File: config.mk
export PLATFORM = sky130hd
export DESIGN_NAME = pkt_header_insert_flat
export DESIGN_NICKNAME = d
export VERILOG_FILES = /design/src/rtl/pkt_header_insert_pkg.sv /design/src/rtl/pkt_header_insert_if.sv /design/src/rtl/pkt_header_insert.sv /design/src/flat_wrapper.sv
export SDC_FILE = /design/constraint.sdc
export NUM_CORES = 1
export LEC_CHECK = 0
export CAP_MARGIN = 20
export CORE_AREA = 8 8 155 215
export CTS_CLUSTER_SIZE = 8
export DETAILED_ROUTE_END_ITERATION = 12
export DIE_AREA = 0 0 163 223
export GPL_TIMING_DRIVEN = 0
export PLACE_DENSITY = 0.76
export SLEW_MARGIN = 15
export SYNTH_ARGS = -nofsm -noshare
export SYNTH_HDL_FRONTEND = slang
export SYNTH_SLANG_ARGS = --single-unit
export TNS_END_PERCENT = 100
File: constraint.sdc
create_clock -name s_axis_aclk -period 8.1 [get_ports s_axis_aclk]
set_clock_uncertainty 0.1 [all_clocks]
set_input_delay 1.215 -clock s_axis_aclk [delete_from_list [all_inputs] [get_ports s_axis_aclk]]
set_output_delay 1.215 -clock s_axis_aclk [all_outputs]
set_load 0.05 [all_outputs]
File: src/rtl/pkt_header_insert_pkg.sv
// Shared definitions for the packet header inserter: FSM encoding, header field map, magic default.
// Latency: n/a (package only).
// Backpressure: n/a (package only).
package pkt_hdr_pkg;

    typedef enum logic [1:0] {
        ST_IDLE    = 2'd0,
        ST_HEADER  = 2'd1,
        ST_PAYLOAD = 2'd2
    } state_t;

    localparam int HDR_W     = 128;
    localparam int MAGIC_LSB = 112;
    localparam int MAGIC_W   = 16;
    localparam int SID_LSB   = 96;
    localparam int SID_W     = 16;
    localparam int SEQ_LSB   = 64;
    localparam int SEQ_W     = 32;
    localparam int TS_LSB    = 0;
    localparam int TS_W      = 64;

    localparam logic [MAGIC_W-1:0] DEFAULT_MAGIC = 16'hDDC0;

    // Assemble a header beat from its fields at their fixed offsets.
    function automatic logic [HDR_W-1:0] build_header(
        input logic [MAGIC_W-1:0] magic,
        input logic [SID_W-1:0]   sid,
        input logic [SEQ_W-1:0]   seq,
        input logic [TS_W-1:0]    ts
    );
        logic [HDR_W-1:0] h;
        h = '0;
        h[MAGIC_LSB +: MAGIC_W] = magic;
        h[SID_LSB   +: SID_W]   = sid;
        h[SEQ_LSB   +: SEQ_W]   = seq;
        h[TS_LSB    +: TS_W]    = ts;
        return h;
    endfunction

endpackage

File: src/rtl/pkt_header_insert_if.sv
// 128-bit AXI-Stream beat bundle (data, valid, last, ready) for the header inserter ports.
// Latency: n/a (wires only).
// Backpressure: tready flows from slave back to master.
interface pkt_header_insert_if;
    import pkt_hdr_pkg::*;

    logic [HDR_W-1:0] tdata;
    logic             tvalid;
    logic             tlast;
    logic             tready;

    modport master (output tdata, output tvalid, output tlast, input  tready);
    modport slave  (input  tdata, input  tvalid, input  tlast, output tready);

endinterface

File: src/rtl/pkt_header_insert.sv
// Prepends a header beat (magic, stream id, seq, timestamp) to each packet; truncates at max_beats.
// Latency: header appears 1 cycle after first valid beat seen in IDLE; payload is zero-latency pass-through.
// Backpressure: header held until m_axis.tready; in payload s_axis.tready follows m_axis.tready.
module pkt_header_insert
    import pkt_hdr_pkg::*;
#(
    parameter int                 C_WIDTH = 32,
    parameter logic [MAGIC_W-1:0] C_MAGIC = DEFAULT_MAGIC
) (
    input  logic                s_axis_aclk,
    input  logic                s_axis_areset,
    input  logic                enable,
    input  logic [SID_W-1:0]    stream_id,
    input  logic [C_WIDTH-1:0]  max_beats,
    pkt_header_insert_if.slave  s_axis,
    pkt_header_insert_if.master m_axis,
    output logic [SEQ_W-1:0]    seq_num,
    output logic                trunc_err
);

    state_t             state_q;
    state_t             state_d;
    logic [TS_W-1:0]    ts_q;
    logic [HDR_W-1:0]   hdr_q;
    logic [C_WIDTH-1:0] beat_cnt;

    logic at_limit;
    logic pay_last;
    logic start_pkt;
    logic hdr_acc;
    logic pay_hs;

    // The limit compare is against max_beats-1 because beat_cnt counts beats already accepted.
    assign at_limit  = (max_beats != '0) && (beat_cnt == max_beats - C_WIDTH'(1));
    assign pay_last  = s_axis.tlast | at_limit;
    assign start_pkt = (state_q == ST_IDLE) && s_axis.tvalid && enable;
    assign hdr_acc   = (state_q == ST_HEADER) && m_axis.tready;
    assign pay_hs    = (state_q == ST_PAYLOAD) && s_axis.tvalid && m_axis.tready;

    // State register.
    always_ff @(posedge s_axis_aclk or posedge s_axis_areset) begin
        if (s_axis_areset) begin
            state_q <= ST_IDLE;
        end else begin
            state_q <= state_d;
        end
    end

    // Next-state: idle -> header on a gated start, header -> payload on accept, payload -> idle on last beat.
    always_comb begin
        state_d = state_q;
        unique case (state_q)
            ST_IDLE:    if (start_pkt)          state_d = ST_HEADER;
            ST_HEADER:  if (hdr_acc)            state_d = ST_PAYLOAD;
            ST_PAYLOAD: if (pay_hs && pay_last) state_d = ST_IDLE;
            default:                            state_d = ST_IDLE;
        endcase
    end

    // Output mux: nothing in idle, registered header, or straight pass-through in payload.
    always_comb begin
        m_axis.tdata  = '0;
        m_axis.tvalid = 1'b0;
        m_axis.tlast  = 1'b0;
        s_axis.tready = 1'b0;
        unique case (state_q)
            ST_HEADER: begin
                m_axis.tdata  = hdr_q;
                m_axis.tvalid = 1'b1;
            end
            ST_PAYLOAD: begin
                m_axis.tdata  = s_axis.tdata;
                m_axis.tvalid = s_axis.tvalid;
                m_axis.tlast  = pay_last;
                s_axis.tready = m_axis.tready;
            end
            default: ;
        endcase
    end

    // Free-running timestamp, wraps naturally at 2^64.
    always_ff @(posedge s_axis_aclk or posedge s_axis_areset) begin
        if (s_axis_areset) begin
            ts_q <= '0;
        end else begin
            ts_q <= ts_q + TS_W'(1);
        end
    end

    // Capture the header at packet start so it stays stable while downstream stalls.
    always_ff @(posedge s_axis_aclk or posedge s_axis_areset) begin
        if (s_axis_areset) begin
            hdr_q <= '0;
        end else if (start_pkt) begin
            hdr_q <= build_header(C_MAGIC, stream_id, seq_num, ts_q);
        end
    end

    // Beat count per packet, sequence number per completed packet, sticky truncation flag.
    always_ff @(posedge s_axis_aclk or posedge s_axis_areset) begin
        if (s_axis_areset) begin
            beat_cnt  <= '0;
            seq_num   <= '0;
            trunc_err <= 1'b0;
        end else begin
            if (hdr_acc) begin
                beat_cnt <= '0;
            end else if (pay_hs) begin
                beat_cnt <= beat_cnt + C_WIDTH'(1);
            end
            if (pay_hs && pay_last) begin
                seq_num <= seq_num + SEQ_W'(1);
                if (!s_axis.tlast) begin
                    trunc_err <= 1'b1;
                end
            end
        end
    end

endmodule

File: src/flat_wrapper.sv
// flat-port wrapper written by rule: the top's interface ports become plain ports
module pkt_header_insert_flat import pkt_hdr_pkg::*;
#(
    parameter int                 C_WIDTH = 32,
    parameter logic [MAGIC_W-1:0] C_MAGIC = DEFAULT_MAGIC
)
  (s_axis_aclk, s_axis_areset, enable, stream_id, max_beats, seq_num, trunc_err, s_axis_tdata, s_axis_tvalid, s_axis_tlast, s_axis_tready, m_axis_tdata, m_axis_tvalid, m_axis_tlast, m_axis_tready);
  pkt_header_insert_if s_axis_i ();
  pkt_header_insert_if m_axis_i ();
  input  logic s_axis_aclk;
  input  logic s_axis_areset;
  input  logic enable;
  input  logic [SID_W-1:0] stream_id;
  input  logic [C_WIDTH-1:0] max_beats;
  output logic [SEQ_W-1:0] seq_num;
  output logic trunc_err;
  input wire logic [$bits(s_axis_i.tdata)-1:0] s_axis_tdata;
  input wire logic [$bits(s_axis_i.tvalid)-1:0] s_axis_tvalid;
  input wire logic [$bits(s_axis_i.tlast)-1:0] s_axis_tlast;
  output wire logic [$bits(s_axis_i.tready)-1:0] s_axis_tready;
  output wire logic [$bits(m_axis_i.tdata)-1:0] m_axis_tdata;
  output wire logic [$bits(m_axis_i.tvalid)-1:0] m_axis_tvalid;
  output wire logic [$bits(m_axis_i.tlast)-1:0] m_axis_tlast;
  input wire logic [$bits(m_axis_i.tready)-1:0] m_axis_tready;
  assign s_axis_i.tdata = s_axis_tdata;
  assign s_axis_i.tvalid = s_axis_tvalid;
  assign s_axis_i.tlast = s_axis_tlast;
  assign s_axis_tready = s_axis_i.tready;
  assign m_axis_tdata = m_axis_i.tdata;
  assign m_axis_tvalid = m_axis_i.tvalid;
  assign m_axis_tlast = m_axis_i.tlast;
  assign m_axis_i.tready = m_axis_tready;
  pkt_header_insert #(.C_WIDTH(C_WIDTH), .C_MAGIC(C_MAGIC)) u_core (.s_axis_aclk(s_axis_aclk), .s_axis_areset(s_axis_areset), .enable(enable), .stream_id(stream_id), .max_beats(max_beats), .s_axis(s_axis_i), .m_axis(m_axis_i), .seq_num(seq_num), .trunc_err(trunc_err));
endmodule
# After elaboration in Yosys (flattened, before gate mapping)
# Cells that the tools add are included.
# word_totals
wordCells	40
reg_bits	244
out_inout_bits	164
inputBits	182
# op_classes
n_bitwise	2
n_eq_ne	6
n_reduce_logical	12
addsub	4
n_mux	10
# ops
operator	count
case mux 128 bit (2 select lines)	1
adder 32 x 1 -> 32 bit (second input constant)	2
adder 64 x 1 -> 64 bit (second input constant)	1
2-to-1 mux 32 bit	2
equality test 32 bit	1
nonzero test 32 bit	1
subtractor 32 x 1 -> 32 bit (second input constant)	1
logical AND 1 bit	7
2-to-1 mux 2 bit	3
case mux 2 bit (3 select lines)	1
!= test 2 x 1 -> 1 bit (second input constant)	2
AND reduction 3 bit	1
equality test 2 x 1 -> 1 bit (second input constant)	1
equality test 2 bit (second input constant)	1
logical NOT 2 bit	1
2-to-1 mux 1 bit	2
!= test 2 bit (second input constant)	1
case mux 1 bit (2 select lines)	1
AND reduction 2 bit	1
nonzero test 2 bit	1
inverter 1 bit	1
OR 1 bit	1

# Longest topological paths before layout
# Gate-level depths: netlist (run 1).
# depth
depth_word	7
ltp_mapped	13
depth_no_buf	11

# Worst setup path after synthesis (run 1)
# OpenSTA, ideal clock, no wires.
# synth_timing
path_kind	input -> output
startpoint	input port max_beats[18]
endpoint	output port m_axis_tlast
slack_ns	2.873
cell_stages	8
t_arrival_ns	3.912
n_path_buf	1
path_cell_list	buf_6 > or3_1 > or4_1 > a2111o_1 > a2111oi_2 > nand4b_1 > nor4b_2 > o21a_1
# synth_via
elab_chain_len	5
word_cells_on_any_way	6
cone_classes	add/sub (1); eq/ne (1); mux (1); bitwise (1); reduce/logical (2)
# synth_rtl
item	line_no	source
from (decl)	flat_wrapper.sv:14	input logic [C_WIDTH-1:0] max_beats;
subtractor 32 x 1 -> 32 bit	pkt_header_insert.sv:34	assign at_limit = (max_beats != '0) && (beat_cnt == max_beats - C_WIDTH'(1));
equality test 32 bit	pkt_header_insert.sv:34	
logical AND 1 bit *	pkt_header_insert.sv:34	
OR 1 bit *	pkt_header_insert.sv:35	assign pay_last = s_axis.tlast | at_limit;
2-to-1 mux 1 bit *	pkt_header_insert.sv:66	unique case (state_q)
to (decl)	flat_wrapper.sv:23	output wire logic [$bits(m_axis_i.tlast)-1:0] m_axis_tlast;
# Mark *: on every way between the ends. The rest lies on a longest branch, timed or not.

# Final worst setup path (run 1)
# layout_timing
startpoint	input port max_beats[0]
endpoint	output port m_axis_tlast
# The elaborated chain is that of the path after synthesis.

==> results of run 1 <==
[registers in the layout (all words and copies together) (netlist names)]
| name | flops |
|---|---|
| u_core.trunc_err | 1 |
| u_core.hdr_q | 113 |
| u_core.seq_num | 32 |
| u_core.state_q | 2 |
| u_core.beat_cnt | 32 |
| u_core.ts_q | 64 |
[layout make-up]
class                           count  area [µm²]
Fill cell                        2613       12000
Multi-Input combinational cell    947        6770
Sequential cell                   244        6110
Timing Repair Buffer              346        3500
Clock buffer                       37         926
Tap cell                          390         488
Buffer                             72         288
Inverter                           22        90.1
Clock inverter                      1        30.0
Antenna cell                        1        2.50
[power groups by stage]
stage                     logic (W)  registers [W]  clock network, W
after floorplan             0.00145        0.00140                 0
after global placement      0.00240        0.00141                 0
after detailed placement    0.00242        0.00141                 0
after CTS                   0.00243        0.00139           0.00137
after global routing        0.00253        0.00140           0.00141
final                       0.00242        0.00139           0.00135
[worst max-delay path by stage]
| stage | from | cells after the start | endpoint | slack [ns] |
|---|---|---|---|---|
| after floorplan | s_axis_areset | 1 | u_core.beat_cnt[0] | 0.08 |
| after global placement | s_axis_areset | 2 | u_core.hdr_q[52] | -3.09 |
| after detailed placement | max_beats[0] | 11 | m_axis_tlast | 1.24 |
| after CTS | max_beats[0] | 11 | m_axis_tlast | 1.21 |
| after global routing | max_beats[0] | 11 | m_axis_tlast | 0.92 |
| final | max_beats[0] | 11 | m_axis_tlast | 1.13 |
[per-stage QoR]
step                cells  cell area, µm²  worst slack [ns]  hold WS (ns)
global route         2059           18200             0.915         0.391
floorplan            1285           13200            0.0835         0.335
global placement     2019           17200             -3.09         0.372
finish               2060           18200              1.13         0.385
detailed placement   2021           17200              1.24         0.374
CTS                  2059           18200              1.21         0.388
[cells by family after synthesis]
family                   count (synthesis)  share of synthesized area, %
AO/OA/AOI/OAI                          182                          10.1
AND/OR/NAND/NOR                        497                          21.1
flip-flops                             244                          46.1
multiplexers                           104                          8.84
buffers and inverters                   94                          2.80
adder cells (fa/ha/maj)                  9                         0.850
XOR/XNOR                               155                          10.2
[routing by layer]
metal | vias up | GRT usage (%) | routed length (µm)
met5 | - | 0 | 0
met4 | 0 | 10.5 | 1780
li1 | 5309 | - | -
met2 | 472 | 47.1 | 25100
met1 | 5842 | 29.6 | 18400
met3 | 90 | 6.18 | 3510
[synthesized netlist by cell type (all sizes together), types with 4 or more instances]
cell type / count / area [µm²]
a211oi: 4 / 30.0
a21boi: 8 / 60.1
a21oi: 4 / 20.0
a22oi: 112 / 841
and2: 16 / 100
and3: 20 / 125
and4: 9 / 78.8
buf: 8 / 47.5
clkbuf: 64 / 240
dfrtp: 244 / 6110
ha: 9 / 113
inv: 22 / 82.6
mux2: 104 / 1170
nand2: 86 / 323
nand2b: 7 / 43.8
nand3: 47 / 235
nand4: 26 / 163
nand4b: 4 / 35.0
nor2: 76 / 285
nor2b: 120 / 751
nor3: 22 / 115
nor4: 29 / 263
nor4b: 4 / 41.3
o21ai: 23 / 119
or2: 5 / 31.3
or3: 5 / 31.3
or4: 10 / 75.1
or4b: 4 / 40.0
xnor2: 77 / 674
xor2: 78 / 683
[worst max-delay path, stage by stage]
cell and delay [ns]:
clkdlybuf4s50_1 0.51, inv_1 0.12, ha_1 0.20, nor3b_1 0.85
nand2_1 0.46, o31a_1 0.40, nor4_1 0.26, nand4b_1 0.17
nor4b_2 0.45, o21a_1 0.19, clkdlybuf4s50_1 0.81
==> impl_metrics.env, run 1 <==
export IMPL_drt_iter0_markers=635
export IMPL_synth_fp_nets=1476
export IMPL_grt_pass1_wl_um=73800
export IMPL_ys_async_sr_fraction_pct=100
export IMPL_area_growth_pct=37.4
export IMPL_die_w_um=163
export IMPL_pwr_share_seq_pct=27.0
export IMPL_core_mm2=0.0302
export IMPL_cts_hold_buf=0
export IMPL_cts_tree="yes"
export IMPL_endpoint_kind="output port"
export IMPL_hold_viol_final=0
export IMPL_p_comb_share_pct=46.8
export IMPL_startpoint_type="input port"
export IMPL_fin_crit_sh_pct=86.1
export IMPL_arrival_ns=5.66
export IMPL_cp_required_ns=6.78
export IMPL_swShare_pct=42.6
export IMPL_hp_class="reg -> reg"
export IMPL_rr_worst_depth=10
export IMPL_cap_violations=0
export IMPL_finalCriticalPeriod_ns=6.97
export IMPL_synth_seq_cells=244
export IMPL_yosys_cell_types_count=63
export IMPL_crit_fanout=8
export IMPL_finalSetupTns_ns=0
export IMPL_pin_count=346
export IMPL_cts_setup_buffers=0
export IMPL_viasPerCell=5.69
export IMPL_clk_latency_ns=0.51
export IMPL_fmax_mhz=143
export IMPL_setup_viol=0
export IMPL_p_total_w=0.00516
export IMPL_drv_slew=0
export IMPL_outcome="complete, no violations"
export IMPL_synthCells=1285
export IMPL_final_common_cell="clkdlybuf4s50_1"
export IMPL_p_switching_w=0.00220
export IMPL_ctsHtreeMaxLevel=2
export IMPL_antenna_found_initial=3
export IMPL_overflow=0
export IMPL_dr_pass1_iters=7
export IMPL_internal_power_w=0.00296
export IMPL_grt_max_degree=116
export IMPL_tightest_slew_ns=1.12
export IMPL_clock_path_buffers=3
export IMPL_slew_headroom_pct=25.0
export IMPL_synth_edf_count=0
export IMPL_drive_gt1_share_pct=10.5
export IMPL_place_gp_congestion=0.919
export IMPL_path_class="in -> out"
export IMPL_r2r_start="u_core.beat_cnt[29]"
export IMPL_clock_sinks=244
export IMPL_avgSynthCellArea_um2=10.3
export IMPL_post_drt_wl_per_cell_um=23.7
export IMPL_drc=0
export IMPL_dieArea_mm2=0.0363
export IMPL_post_cts_resized=0
export IMPL_grt_pass1_vias=12500
export IMPL_r2r_end="u_core.seq_num[12]"
export IMPL_postLayoutCoreUtil_pct=60.2
export IMPL_ys_seq_area_share_pct=46.1
export IMPL_rrSetupSlack_ns=4.32
export IMPL_ant_nets=0
export IMPL_fp_row_count=76
export IMPL_rsz0062_at_grt="no"
export IMPL_cts_buffers_inserted=36
export IMPL_final_cell_mix="clkdlybuf4s50_1, dfrtp_1, nor2b_1, a22oi_1, mux2_2"
export IMPL_die_h_um=223
export IMPL_wl_um=48800
export IMPL_layout_nets=1860
export IMPL_yosys_most_used_dff="dfrtp_1"
export IMPL_portBuffers=344
export IMPL_root_buffer="clkbuf_16"
export IMPL_path_clk_slew_ns=0.05
export IMPL_vdd_drop_max_v=0.000325
export IMPL_num_vias=11700
export IMPL_pwr_share_clk_pct=26.1
export IMPL_post_dp_hpwl_um=37000
export IMPL_syn_cell_area_mm2=0.0132
export IMPL_floorplan_initialDensity_pct=43.8
export IMPL_whs_path_depth=1
export IMPL_ys_warn_count=0
export IMPL_grt_total_usage_pct=26.4
export IMPL_hold_end="u_core.ts_q[49]"
export IMPL_power_density_mw_per_mm2=283
export IMPL_min_delay_start="u_core.ts_q[49]"
export IMPL_p_leak_nw=7.50
Note: power is estimated with default switching activity, not from simulation.
==> run 2: changes to the inputs <==
- SKIP_CTS_REPAIR_TIMING: not set -> 1
==> results of run 2 <==
Same layout as run 1: the final DEF is identical, and so are final timing and power.
